`config.mk`:
```
export PLATFORM = sky130hd
export DESIGN_NAME = slice_unpacker_flat
export DESIGN_NICKNAME = d
export VERILOG_FILES = /design/src/rtl/slice_pkg.sv /design/src/rtl/slice_unpacker_if.sv /design/src/rtl/slice_fifo2.sv /design/src/rtl/slice_unpacker.sv /design/src/flat_wrapper.sv
export SDC_FILE = /design/constraint.sdc
export NUM_CORES = 1
export LEC_CHECK = 0
export CAP_MARGIN = 30
export CORE_MARGIN = 5
export CORE_UTILIZATION = 55
export CTS_BUF_LIST = sky130_fd_sc_hd__clkbuf_4 sky130_fd_sc_hd__clkbuf_8
export CTS_CLUSTER_SIZE = 16
export DETAILED_ROUTE_END_ITERATION = 10
export GPL_TIMING_DRIVEN = 0
export PLACE_DENSITY = 0.75
export SLEW_MARGIN = 20
export SYNTH_ARGS = -nofsm -noshare
export SYNTH_HDL_FRONTEND = slang
export SYNTH_HIERARCHICAL = 1
export SYNTH_SLANG_ARGS = --single-unit
```
`constraint.sdc`:
```
create_clock -name CLK -period 4.6 [get_ports CLK]
set_input_delay 0.46 -clock CLK [delete_from_list [all_inputs] [get_ports CLK]]
set_output_delay 0.46 -clock CLK [all_outputs]
set_load 0.1 [all_outputs]
```
`src/rtl/slice_pkg.sv`:
```
// Shared types for the slice unpacker: serializer states and
// lane-counter sizing helper.
package slice_pkg;

    typedef enum logic {
        IDLE = 1'b0,
        SEND = 1'b1
    } state_e;

    // Counter width for a given lane count, never narrower than one bit.
    function automatic int cnt_w(input int lanes);
        return (lanes <= 2) ? 1 : $clog2(lanes);
    endfunction

endpackage

```
`src/rtl/slice_unpacker_if.sv`:
```
// Word-in / lane-out handshake bundle for the slice unpacker.
interface slice_unpacker_if #(
    parameter int WIDTH = 16,
    parameter int LANE  = 8
);
    logic [WIDTH-1:0] in_data;
    logic             in_valid;
    logic             in_ready;
    logic [LANE-1:0]  out_data;
    logic             out_valid;
    logic             out_ready;
    logic             out_last;

    modport master (
        output in_data, in_valid, out_ready,
        input  in_ready, out_data, out_valid, out_last
    );

    modport slave (
        input  in_data, in_valid, out_ready,
        output in_ready, out_data, out_valid, out_last
    );
endinterface

```
`src/rtl/slice_fifo2.sv`:
```
// Two-entry word buffer with 1-bit wrap pointers and a 2-bit
// occupancy count; pushes while full are dropped.
module slice_fifo2 #(
    parameter int WIDTH = 16
) (
    input  logic             CLK,
    input  logic             ASYNCRESET,
    input  logic             push_i,
    input  logic             pop_i,
    input  logic [WIDTH-1:0] data_i,
    output logic [WIDTH-1:0] data_o,
    output logic             full_o,
    output logic             empty_o
);
    logic [WIDTH-1:0] mem_q [2];
    logic             wr_q;
    logic             rd_q;
    logic [1:0]       cnt_q;
    logic [1:0]       cnt_d;
    logic             do_push;
    logic             do_pop;

    assign full_o  = (cnt_q == 2'd2);
    assign empty_o = (cnt_q == 2'd0);
    assign data_o  = mem_q[rd_q];
    assign do_push = push_i && !full_o;
    assign do_pop  = pop_i && !empty_o;

    always_comb begin
        cnt_d = cnt_q;
        case ({do_push, do_pop})
            2'b10:   cnt_d = cnt_q + 2'd1;
            2'b01:   cnt_d = cnt_q - 2'd1;
            default: cnt_d = cnt_q;
        endcase
    end

    always_ff @(posedge CLK or posedge ASYNCRESET) begin
        if (ASYNCRESET) begin
            mem_q[0] <= '0;
            mem_q[1] <= '0;
            wr_q     <= 1'b0;
            rd_q     <= 1'b0;
            cnt_q    <= 2'd0;
        end else begin
            if (do_push) begin
                mem_q[wr_q] <= data_i;
                wr_q        <= ~wr_q;
            end
            if (do_pop) begin
                rd_q <= ~rd_q;
            end
            cnt_q <= cnt_d;
        end
    end
endmodule

```
`src/rtl/slice_unpacker.sv`:
```
// Serializes buffered WIDTH-bit words into LANE-bit lanes, one per
// cycle, with a registered output stage and back-to-back word reload.
module slice_unpacker
    import slice_pkg::*;
#(
    parameter int WIDTH = 16,
    parameter int LANE  = 8,
    parameter int SWAP  = 1
) (
    input  logic       CLK,
    input  logic       ASYNCRESET,
    slice_unpacker_if.slave bus
);
    localparam int N  = WIDTH / LANE;
    localparam int CW = cnt_w(N);
    localparam logic [CW-1:0] LAST = CW'(N - 1);

    state_e           state_q, state_d;
    logic [CW-1:0]    cnt_q, cnt_d;
    logic [WIDTH-1:0] sh_q, sh_d;
    logic [LANE-1:0]  dat_q, dat_d;
    logic             last_q, last_d;
    logic             pop;
    logic [WIDTH-1:0] head;
    logic             full;
    logic             empty;

    function automatic logic [LANE-1:0] lane_of(input logic [WIDTH-1:0] w);
        return (SWAP != 0) ? w[LANE-1:0] : w[WIDTH-1 -: LANE];
    endfunction

    function automatic logic [WIDTH-1:0] advance(input logic [WIDTH-1:0] w);
        return (SWAP != 0) ? (w >> LANE) : (w << LANE);
    endfunction

    slice_fifo2 #(.WIDTH(WIDTH)) u_fifo (
        .CLK        (CLK),
        .ASYNCRESET (ASYNCRESET),
        .push_i     (bus.in_valid),
        .pop_i      (pop),
        .data_i     (bus.in_data),
        .data_o     (head),
        .full_o     (full),
        .empty_o    (empty)
    );

    assign bus.in_ready  = !full;
    assign bus.out_data  = dat_q;
    assign bus.out_valid = (state_q == SEND);
    assign bus.out_last  = last_q;

    always_comb begin
        state_d = state_q;
        cnt_d   = cnt_q;
        sh_d    = sh_q;
        pop     = 1'b0;
        unique case (state_q)
            IDLE: begin
                if (!empty) begin
                    pop     = 1'b1;
                    state_d = SEND;
                    sh_d    = head;
                    cnt_d   = '0;
                end
            end
            SEND: begin
                if (bus.out_ready) begin
                    if (cnt_q != LAST) begin
                        cnt_d = cnt_q + CW'(1);
                        sh_d  = advance(sh_q);
                    end else if (!empty) begin
                        // Reload on the final lane so words stream without a bubble.
                        pop   = 1'b1;
                        sh_d  = head;
                        cnt_d = '0;
                    end else begin
                        state_d = IDLE;
                        cnt_d   = '0;
                    end
                end
            end
        endcase
        dat_d  = lane_of(sh_d);
        last_d = (state_d == SEND) && (cnt_d == LAST);
    end

    always_ff @(posedge CLK or posedge ASYNCRESET) begin
        if (ASYNCRESET) begin
            state_q <= IDLE;
            cnt_q   <= '0;
            sh_q    <= '0;
            dat_q   <= '0;
            last_q  <= 1'b0;
        end else begin
            state_q <= state_d;
            cnt_q   <= cnt_d;
            sh_q    <= sh_d;
            dat_q   <= dat_d;
            last_q  <= last_d;
        end
    end
endmodule

```
`src/flat_wrapper.sv`:
```
// flat-port wrapper written by rule: the top's interface ports become plain ports
module slice_unpacker_flat import slice_pkg::*;
#(
    parameter int WIDTH = 16,
    parameter int LANE  = 8,
    parameter int SWAP  = 1
)
  (CLK, ASYNCRESET, bus_in_data, bus_in_valid, bus_out_ready, bus_in_ready, bus_out_data, bus_out_valid, bus_out_last);
  slice_unpacker_if #(.WIDTH(WIDTH), .LANE(LANE)) bus_i ();
  input  logic CLK;
  input  logic ASYNCRESET;
  input wire logic [$bits(bus_i.in_data)-1:0] bus_in_data;
  input wire logic [$bits(bus_i.in_valid)-1:0] bus_in_valid;
  input wire logic [$bits(bus_i.out_ready)-1:0] bus_out_ready;
  output wire logic [$bits(bus_i.in_ready)-1:0] bus_in_ready;
  output wire logic [$bits(bus_i.out_data)-1:0] bus_out_data;
  output wire logic [$bits(bus_i.out_valid)-1:0] bus_out_valid;
  output wire logic [$bits(bus_i.out_last)-1:0] bus_out_last;
  assign bus_i.in_data = bus_in_data;
  assign bus_i.in_valid = bus_in_valid;
  assign bus_i.out_ready = bus_out_ready;
  assign bus_in_ready = bus_i.in_ready;
  assign bus_out_data = bus_i.out_data;
  assign bus_out_valid = bus_i.out_valid;
  assign bus_out_last = bus_i.out_last;
  slice_unpacker #(.WIDTH(WIDTH), .LANE(LANE), .SWAP(SWAP)) u_core (.CLK(CLK), .ASYNCRESET(ASYNCRESET), .bus(bus_i));
endmodule
```
==> results of run 1 <==
-- where the power goes --
| part | leakage (nW) | internal (W) | switching (W) |
|---|---|---|---|
| Clock | 0.0406 | 0.000108 | 0.000142 |
| Sequential | 0.648 | 0.000729 | 0.000144 |
| Combinational | 0.723 | 0.000696 | 0.000764 |
| Total | 1.41 | 0.00153 | 0.00105 |
-- stage by stage --
step | cell area [µm²] | utilization, % | hold WS (ns)
2_1_floorplan | 2720 | - | 0.411
3_3_place_gp | 3100 | 65.1 | 0.476
3_5_place_dp | 3100 | 65.1 | 0.484
4_1_cts | 3170 | 66.7 | 0.505
5_1_grt | 3170 | 66.7 | 0.520
6_report | 3170 | 66.7 | 0.504
-- layout make-up --
type                    count  area [µm²]  share of cell area, %
flip-flops and latches     55        1380                   43.4
plain buffers              20         156                   4.93
repair buffers             29         290                   9.15
clock buffers               6        76.3                   2.41
well taps                  67        83.8                   2.64
multi-input cells         125        1170                   37.0
inverters                   4        15.0                  0.473
-- critical path: cells and delay by family (launching register included) --
kind                   cells  cell delay [ns]
and+or+nand+nor            1             0.19
buffers and inverters      3             1.20
DFF                        1             0.44
-- cells by family after synthesis --
| kind of cell | share of synthesized area (%) |
|---|---|
| muxes | 23.8 |
| DFF | 50.6 |
| and+or+nand+nor | 8.87 |
| AOI/OAI and AO/OA | 8.37 |
| buffers and inverters | 6.30 |
| xor gates and xnor gates | 1.61 |
| adders and majority gates | 0.460 |
-- how the worst min path moves through the flow --
stage | slack (ns) | endpoint | from | cells past startpoint
after global routing | 0.52 | u_core/u_fifo/mem_q[25]$_DFFE_PP0P_ | u_core/u_fifo/mem_q[25]$_DFFE_PP0P_ | 1
after detailed placement | 0.48 | u_core/sh_q[13]$_DFFE_PP0P_ | u_core/sh_q[13]$_DFFE_PP0P_ | 1
after global placement | 0.48 | u_core/sh_q[13]$_DFFE_PP0P_ | u_core/sh_q[13]$_DFFE_PP0P_ | 1
after CTS | 0.50 | u_core/sh_q[13]$_DFFE_PP0P_ | u_core/sh_q[13]$_DFFE_PP0P_ | 1
after floorplan | 0.41 | u_core/bus.out_last$_DFF_PP0_ | ASYNCRESET | 1
final | 0.50 | u_core/sh_q[13]$_DFFE_PP0P_ | u_core/sh_q[13]$_DFFE_PP0P_ | 1
-- layer usage --
layer | vias to the layer above | part of all wire (%) | global-route usage (%) | routed length [µm]
met5 | - | 0 | 0 | 0
met3 | 6 | 3.7 | 3.81 | 183
li1 | 778 | - | - | -
met2 | 26 | 46 | 25.9 | 2270
met1 | 810 | 49 | 24.5 | 2450
met4 | 0 | 1.5 | 6.93 | 75
-- synthesized netlist by cell type (2+ instances only) --
library cell and number:
xor2_1 2, nand2b_4 2, a2bb2oi_1 7, o21ai_0 5
a21oi_1 2, buf_4 12, mux2_4 10, o31a_1 3
nand2b_1 5, xnor2_1 3, o21a_1 4, o311a_1 4
buf_6 2, or2_2 7, inv_1 4, dfrtp_1 55
nand2_1 3, buf_2 4, mux2i_1 7, nor2_1 8
nor2b_1 3, mux2_2 38
-- registers in the layout (all words and copies together), names as in the netlist --
name,cells
u_core/u_fifo/wr_q,1
u_core/u_fifo/mem_q,32
u_core/bus.out_last,1
u_core/bus.out_valid,1
u_core/sh_q,16
u_core/u_fifo/cnt_q,2
u_core/cnt_q,1
u_core/u_fifo/rd_q,1
==> qor.txt, run 1 <==
crit path launch: u_core/u_fifo/cnt_q[0]$_DFFE_PP0P_
TNS Setup: 0 ns
Ys Warns: 6
Crit Path Max Fanout: 4
RSZ-0062 raised after global routing: false
Die H: 80.3 µm
Clock Root Buffer: clkbuf_8
sequential area share after synthesis: 50.6%
drt drc: 0
VDD IR-drop max: 0.000495 V
Final Power: 0.00258 W
GRT Overall Usage: 17.4%
Filler cells: 380
CTS max path bufs: 2
synthesized area: 2720 µm²
setup slack at placement: 2.34 ns
drt pass-1 iters: 4
total number of vias: 1620
GRT overflow: 0
cts repair resizes: 0
RD Place Congestion: 0.770
drt total wl: 4980 µm
FFs w/ async S/R, synth: 100%
CP max stage delay: 1.12 ns
area leader, netlist: dfrtp_1
largest net degree at the start of global routing: 37
share of cells above drive strength 1: 36.4%
slowest CP cell: clkdlybuf4s50_1
Hold Violations, Final: 0
ys flop type: dfrtp_1
Final min period: 2.61 ns
class of the worst hold path: reg2reg
Slew @ Worst Pin: 0.976 ns
critical path, cell by cell: nand2b_4, inv_1, inv_1, clkdlybuf4s50_1
most frequent cells in the layout: 55 x dfrtp_1, 38 x mux2_2, 29 x clkdlybuf4s50_1
FF-to-FF End: u_core/u_fifo/cnt_q[1]$_DFFE_PP0P_
PortBufs: 29
# diodes: 0
# placed instances: 300
Area contributors post-synth: dfrtp_1 51%, mux2_2 16%, mux2_4 5.5%
EDFF count, synth: 0
CTS tree: done
R2R Setup Slk: 2.50 ns
FP Rows: 25
Synth Register Bits: 55
LEAKAGE: 1.41 nW
Core ar.: 4750 µm²
WS Path Type: reg2out
Tcrit/Tclk final: 56.6%
post-route insts no fill: 306
Post CTS Setup Buffer Count: 0
Avg Vias per Cell: 5.29
CTS H-tree depth: 2
Nets: 261
f_max: 384 MHz
clock latency at the later pin of the worst-skew pair: 0.30 ns
post-synthesis average cell area: 13.3 µm²
final setup vio count: 0
DR WL/cell: 16.3 µm
startpoint types: flop
CP arrival: 2.15 ns
Reg clk slew, reported paths: 0.09 ns
top-area cell type share of the netlist area: 50.6%
r2r startpoint: u_core/u_fifo/cnt_q[0]$_DFFE_PP0P_
Final Skew: 0.00766 ns
worst-case reg-to-reg path depth: 7
Pins Over Slew Limit: 0
Yosys cell types: 36
post-DP HPWL: 3560 µm
first-pass GRT wire length: 8410 µm
WP data required: 4.14 ns
CTS Sinks: 55
IO Count: 31
initial DRC count: 79
CP endpoint kind: output port
PD cells: 814 nW/µm²
Layout area overhead: 16.6%
CTS Hold Bufs: 0
commonest non-fill, non-tap cell in the layout: dfrtp_1
Final WS setup: 1.99 ns
Slew Limit Headroom: 34.7%
antenna violations before repair: 0
post-synthesis net count: 225
Detail Route Antenna Nets: 0
number of CTS-inserted buffers: 5
max capacitance violation total: 0
outcome: complete, no violations
Cells after Synth: 204
die footprint: 6450 µm²
Initial Util: 57.2%
CP endpoint: bus_in_ready
Chip Width: 80.3 µm
most frequent CP cell: inv_1
number of global-route vias before repair: 1681
(Power assumes the default switching activity.)
==> inputs of run 2 (changes only) <==
--- a/config.mk
+++ b/config.mk
@@ -7,7 +7,7 @@
 export LEC_CHECK = 0
 export CAP_MARGIN = 30
 export CORE_MARGIN = 5
-export CORE_UTILIZATION = 55
+export CORE_UTILIZATION = 52
 export CTS_BUF_LIST = sky130_fd_sc_hd__clkbuf_4 sky130_fd_sc_hd__clkbuf_8
 export CTS_CLUSTER_SIZE = 16
 export DETAILED_ROUTE_END_ITERATION = 10
==> constraint.sdc (replaced) <==
create_clock -name CLK -period 2.37 [get_ports CLK]
set_input_delay 0.237 -clock CLK [delete_from_list [all_inputs] [get_ports CLK]]
set_output_delay 0.237 -clock CLK [all_outputs]
set_load 0.1 [all_outputs]
==> qor.txt, run 2 (synthesis gave the netlist of run 1 again) <==
FF-to-FF End: u_core/u_fifo/cnt_q[1]$_DFFE_PP0P_ (unchanged)
Core ar.: 5110 µm² (was 4750 µm²)
Reg clk slew, reported paths: 0.10 ns (was 0.09 ns)
PD cells: 1580 nW/µm² (was 814 nW/µm²)
Hold Violations, Final: 0 (unchanged)
CP max stage delay: 1.16 ns (was 1.12 ns)
outcome: complete, no violations (unchanged)
drt drc: 0 (unchanged)
GRT overflow: 0 (unchanged)
LEAKAGE: 1.43 nW (was 1.41 nW)
Hold Path Sink: u_core/bus.out_last$_DFF_PP0_ (was u_core/sh_q[13]$_DFFE_PP0P_)
number of global-route vias before repair: 1731 (was 1681)
WS Path Type: reg2out (unchanged)
Final Power: 0.00508 W (was 0.00258 W)
CTS H-tree depth: 2 (unchanged)
CTS Sinks: 55 (unchanged)
Initial Util: 53.3% (was 57.2%)
CTS tree: done (unchanged)
Final WS setup: 0.221 ns (was 1.99 ns)
Slew Limit Headroom: 35.0% (was 34.7%)
Buf+Inv Stages, Crit Path: 1 (was 3)
Slew @ Worst Pin: 0.972 ns (was 0.976 ns)
slowest CP cell: clkdlybuf4s50_1 (unchanged)
IO Count: 31 (unchanged)
Die H: 82.3 µm (was 80.3 µm)
R2R Setup Slk: 0.27 ns (was 2.50 ns)
Tcrit/Tclk final: 90.7%
post-DP HPWL: 3590 µm (was 3560 µm)
Hold Crit Start: bus_out_ready (was u_core/sh_q[13]$_DFFE_PP0P_)
worst-case reg-to-reg path depth: 7 (unchanged)
initial DRC count: 61 (was 79)
PortBufs: 29 (unchanged)
Hold Path Stages: 3 (was 1)
Final min period: 2.15 ns
first-pass GRT wire length: 8650 µm (was 8410 µm)
Pins Over Slew Limit: 0 (unchanged)
critical path, cell by cell: clkdlybuf4s50_1 (was nand2b_4, inv_1, inv_1, clkdlybuf4s50_1)
FP Rows: 26 (was 25)
antenna violations before repair: 0 (unchanged)
die footprint: 6780 µm² (was 6450 µm²)
WP data required: 2.13 ns (was 4.14 ns)
r2r startpoint: u_core/u_fifo/cnt_q[0]$_DFFE_PP0P_ (unchanged)
RSZ-0062 raised after global routing: false (unchanged)
clock latency at the later pin of the worst-skew pair: 0.30 ns (about the same)
Top reg by flops: u_core/u_fifo/mem_q (unchanged)
Avg Vias per Cell: 5.30 (was 5.29)
setup slack at placement: 0.291 ns (was 2.34 ns)
Final Skew: 0.00739 ns (was 0.00766 ns)
VDD IR-drop max: 0.000768 V (was 0.000495 V)
TNS Setup: 0 ns (unchanged)
f_max: 465 MHz
Nets: 261 (unchanged)
startpoint types: flop (unchanged)
RD Place Congestion: 0.808 (was 0.770)
drt pass-1 iters: 4 (unchanged)
most frequent cells in the layout: 55 x dfrtp_1, 38 x mux2_2, 28 x clkdlybuf4s50_1 (was 55 x dfrtp_1, 38 x mux2_2, 29 x clkdlybuf4s50_1)
max reg flops: 32 (unchanged)
CP endpoint kind: output port (unchanged)
number of CTS-inserted buffers: 5 (unchanged)
Crit Path Max Fanout: 4 (unchanged)
Top Registers: u_core/u_fifo/mem_q x32, u_core/sh_q x16, u_core/u_fifo/cnt_q x2 (unchanged)
commonest non-fill, non-tap cell in the layout: dfrtp_1 (unchanged)
class of the worst hold path: in2reg (was reg2reg)
Chip Width: 82.3 µm (was 80.3 µm)
total number of vias: 1648 (was 1620)
Detail Route Antenna Nets: 0 (unchanged)
Clock Root Buffer: clkbuf_8 (unchanged)
CP top delay family: buffers and inverters (unchanged)
largest net degree at the start of global routing: 37 (unchanged)
Post CTS Setup Buffer Count: 0 (unchanged)
DR WL/cell: 15.8 µm (was 16.3 µm)
share of cells above drive strength 1: 36.9% (was 36.4%)
CTS max path bufs: 2 (unchanged)
cts repair resizes: 0 (unchanged)
# diodes: 0 (unchanged)
final setup vio count: 0 (unchanged)
drt total wl: 4930 µm (was 4980 µm)
CTS Hold Bufs: 0 (unchanged)
CP arrival: 1.91 ns (was 2.15 ns)
Layout area overhead: 17.8% (was 16.6%)
max capacitance violation total: 0 (unchanged)
GRT Overall Usage: 16.9% (was 17.4%)
run 2: worst max path at each step:
| stage | slack [ns] | startpoint | cells after the start | to |
|---|---|---|---|---|
| 2_1_floorplan | 0.27 | u_core/bus.out_valid$_DFF_PP0_ | 6 | u_core/u_fifo/cnt_q[1]$_DFFE_PP0P_ |
| 3_3_place_gp | 0.31 | u_core/u_fifo/cnt_q[0]$_DFFE_PP0P_ | 7 | u_core/u_fifo/cnt_q[1]$_DFFE_PP0P_ |
| 3_5_place_dp | 0.29 | u_core/u_fifo/cnt_q[0]$_DFFE_PP0P_ | 7 | u_core/u_fifo/cnt_q[1]$_DFFE_PP0P_ |
| 4_1_cts | 0.004 | u_core/u_fifo/cnt_q[0]$_DFFE_PP0P_ | 4 | bus_in_ready |
| 5_1_grt | 0.06 | u_core/u_fifo/cnt_q[1]$_DFFE_PP0P_ | 8 | u_core/u_fifo/cnt_q[1]$_DFFE_PP0P_ |
| 6_report | 0.22 | u_core/bus.out_valid$_DFF_PP0_ | 1 | bus_out_valid |
run 2: final cells by class:
class / instances / area, µm²
fill: 428 / 1900
timing repair buffer: 29 / 293
clock inverter: 1 / 7.51
multi-input combinational: 125 / 1170
buffer: 20 / 156
inverter: 4 / 15.0
clock buffer: 7 / 96.3
sequential: 55 / 1380
tap: 70 / 87.6
run 2: metal layers:
layer | part of all wire [%] | vias to the layer above | GRT usage [%] | routed length, µm
met3 | 3.9 | 9 | 3.25 | 192
met1 | 46 | 834 | 23.1 | 2250
met2 | 49 | 26 | 27.3 | 2420
li1 | - | 779 | - | -
met5 | 0 | - | 0 | 0
met4 | 1.4 | 0 | 4.65 | 68
run 2: metrics by stage:
step | utilization, % | cell area [µm²] | hold WS [ns] | cells
after CTS | 62.7 | 3200 | 0.325 | 311
after global placement | 60.7 | 3100 | 0.477 | 303
after detailed placement | 60.7 | 3100 | 0.482 | 303
after global routing | 62.8 | 3210 | 0.341 | 311
after floorplan | - | 2720 | 0.188 | 204
final | 62.8 | 3210 | 0.331 | 311
run 2: power by group:
group / total (W) / internal (W) / switching [W]
sequential: 0.00169 / 0.00141 / 0.000273
clock: 0.000561 / 0.000266 / 0.000295
combinational: 0.00283 / 0.00135 / 0.00148
total: 0.00508 / 0.00303 / 0.00205
==> inputs of run 3 (changes only) <==
--- a/config.mk
+++ b/config.mk
@@ -13,7 +13,6 @@
 export DETAILED_ROUTE_END_ITERATION = 10
 export GPL_TIMING_DRIVEN = 0
 export PLACE_DENSITY = 0.75
-export SLEW_MARGIN = 20
 export SYNTH_ARGS = -nofsm -noshare
 export SYNTH_HDL_FRONTEND = slang
 export SYNTH_HIERARCHICAL = 1
==> constraint.sdc (replaced) <==
create_clock -name CLK -period 2.37 [get_ports CLK]
set_input_delay 0.237 -clock CLK [delete_from_list [all_inputs] [get_ports CLK]]
set_output_delay 0.237 -clock CLK [all_outputs]
set_load 0.01 [all_outputs]
==> qor.txt, run 3 (synthesis gave the netlist of run 1 again) <==
drt pass-1 iters: 4 (unchanged)
Layout area overhead: 18.7% (was 17.8%)
total number of vias: 1628 (was 1648)
Top Registers: u_core/u_fifo/mem_q x32, u_core/sh_q x16, u_core/u_fifo/cnt_q x2 (unchanged)
Final Power: 0.00446 W (was 0.00508 W)
outcome: complete, no violations (unchanged)
Final WS setup: 0.242 ns (was 0.221 ns)
max capacitance violation total: 0 (unchanged)
Placed Area: 3130 µm² (was 3100 µm²)
PortBufs: 29 (unchanged)
FP Rows: 26 (unchanged)
CTS Sinks: 55 (unchanged)
share of cells above drive strength 1: 36.8% (was 36.9%)
CTS tree: done (unchanged)
drt total wl: 4970 µm (was 4930 µm)
GRT overflow: 0 (unchanged)
CTS Hold Bufs: 0 (unchanged)
hold_ws: 0.325 ns (was 0.331 ns)
Slew @ Worst Pin: 0.816 ns (was 0.972 ns)
LEAKAGE: 1.44 nW (was 1.43 nW)
GRT Overall Usage: 17.4% (was 16.9%)
Nets: 262 (was 261)
final setup vio count: 0 (unchanged)
Clock Root Buffer: clkbuf_8 (unchanged)
IO Count: 31 (unchanged)
initial DRC count: 72 (was 61)
DR WL/cell: 15.9 µm (was 15.8 µm)
Final min period: 2.13 ns (was 2.15 ns)
TNS Setup: 0 ns (unchanged)
largest net degree at the start of global routing: 20 (was 37)
Top reg by flops: u_core/u_fifo/mem_q (unchanged)
post-route design area: 3230 µm² (was 3210 µm²)
commonest non-fill, non-tap cell in the layout: dfrtp_1 (unchanged)
Reg clk slew, reported paths: 0.09 ns (was 0.10 ns)
cts repair resizes: 0 (unchanged)
Initial Util: 53.3% (unchanged)
number of global-route vias before repair: 1775 (was 1731)
Pins Over Slew Limit: 0 (unchanged)
Hold Violations, Final: 0 (unchanged)
RSZ-0062 raised after global routing: false (unchanged)
clock latency at the later pin of the worst-skew pair: 0.31 ns (was 0.30 ns)
CTS max path bufs: 2 (unchanged)
class of the worst hold path: in2reg (unchanged)
Detail Route Antenna Nets: 0 (unchanged)
CTS H-tree depth: 2 (unchanged)
# diodes: 0 (unchanged)
number of CTS-inserted buffers: 5 (unchanged)
Filler cells: 421 (was 428)
PD cells: 1380 nW/µm² (was 1580 nW/µm²)
CP arrival: 2.37 ns (was 1.91 ns)
VDD IR-drop max: 0.000663 V (was 0.000768 V)
drt drc: 0 (unchanged)
Chip Width: 82.3 µm (unchanged)
setup slack at placement: 0.297 ns (was 0.291 ns)
Die H: 82.3 µm (unchanged)
RD Place Congestion: 0.808 (unchanged)
Final Skew: 0.00408 ns (was 0.00739 ns)
WP data required: 2.61 ns (was 2.13 ns)
startpoint types: flop (unchanged)
Avg Vias per Cell: 5.22 (was 5.30)
Crit Path Max Fanout: 10 (was 4)
first-pass GRT wire length: 8760 µm (was 8650 µm)
antenna violations before repair: 0 (unchanged)
most frequent cells in the layout: 55 x dfrtp_1, 38 x mux2_2, 29 x clkdlybuf4s50_1 (was 55 x dfrtp_1, 38 x mux2_2, 28 x clkdlybuf4s50_1)
die footprint: 6780 µm² (unchanged)
max reg flops: 32 (unchanged)
Core ar.: 5110 µm² (unchanged)
Post CTS Setup Buffer Count: 0 (unchanged)
f_max: 470 MHz (was 465 MHz)
post-DP HPWL: 3690 µm (was 3590 µm)
Slew Limit Headroom: 45.5% (was 35.0%)
CP endpoint kind: flop (was output port)
Tcrit/Tclk final: 89.8% (was 90.7%)
WS Path Type: reg2reg (was reg2out)
==> run 3: changes by cell type in the layout (fill, tap and decap cells not counted) <==
cell             previous run  this run
buf_16                      0         1
clkdlybuf4s50_1            28        29
inv_2                       1         0
inv_1                       3         4
dlymetal6s2s_1              1         0
==> run 3: final timing paths <==
path | startpoint | to | slack [ns] | cells after the start
max | u_core/u_fifo/cnt_q[0]$_DFFE_PP0P_ | u_core/u_fifo/cnt_q[1]$_DFFE_PP0P_ | 0.24 | 7
min | bus_out_ready | u_core/bus.out_last$_DFF_PP0_ | 0.33 | 3
max reg2reg | u_core/u_fifo/cnt_q[0]$_DFFE_PP0P_ | u_core/u_fifo/cnt_q[1]$_DFFE_PP0P_ | 0.24 | 7
min reg2reg | u_core/sh_q[13]$_DFFE_PP0P_ | u_core/sh_q[13]$_DFFE_PP0P_ | 0.50 | 1
max in group asynchronous | ASYNCRESET | u_core/u_fifo/mem_q[27]$_DFFE_PP0P_ | 1.40 | 3
min in group asynchronous | ASYNCRESET | u_core/sh_q[0]$_DFFE_PP0P_ | 0.37 | 2
==> run 3: final cells by class <==
type,instances,area [µm²],share of cell area (%)
Multi-Input combinational cell,125,1170,36.3
Inverter,4,15.0,0.465
Sequential cell,55,1380,42.6
Timing Repair Buffer,30,318,9.84
Clock inverter,1,7.51,0.232
Tap cell,70,87.6,2.71
Clock buffer,7,96.3,2.98
Buffer,20,156,4.84
==> run 3: metal layers <==
metal	wire [µm]	vias to the layer above	GRT usage (%)
met5	0	-	0
met4	57	0	4.98
li1	-	786	-
met3	192	7	3.69
met2	2430	24	28.3
met1	2290	811	23.4
==> run 3: power by group <==
group	internal, W	total [W]	switching, W
logic	0.00136	0.00221	0.000850
registers	0.00141	0.00169	0.000274
clock network	0.000266	0.000565	0.000299
total	0.00304	0.00446	0.00142
==> run 3: metrics by stage <==
stage          utilization [%]  instances
2_1_floorplan                -        204
3_3_place_gp              60.7        303
3_5_place_dp              61.2        304
4_1_cts                   63.3        312
5_1_grt                   63.3        312
6_report                  63.3        312
==> run 3: critical path, cell delays in order, from the launching register on <==
cell	delay, ns
dfrtp_1	0.44
nor2_1	0.46
buf_4	0.28
a21oi_1	0.07
nor2b_1	0.16
ha_1	0.33
nor2_1	0.15
xor2_1	0.15
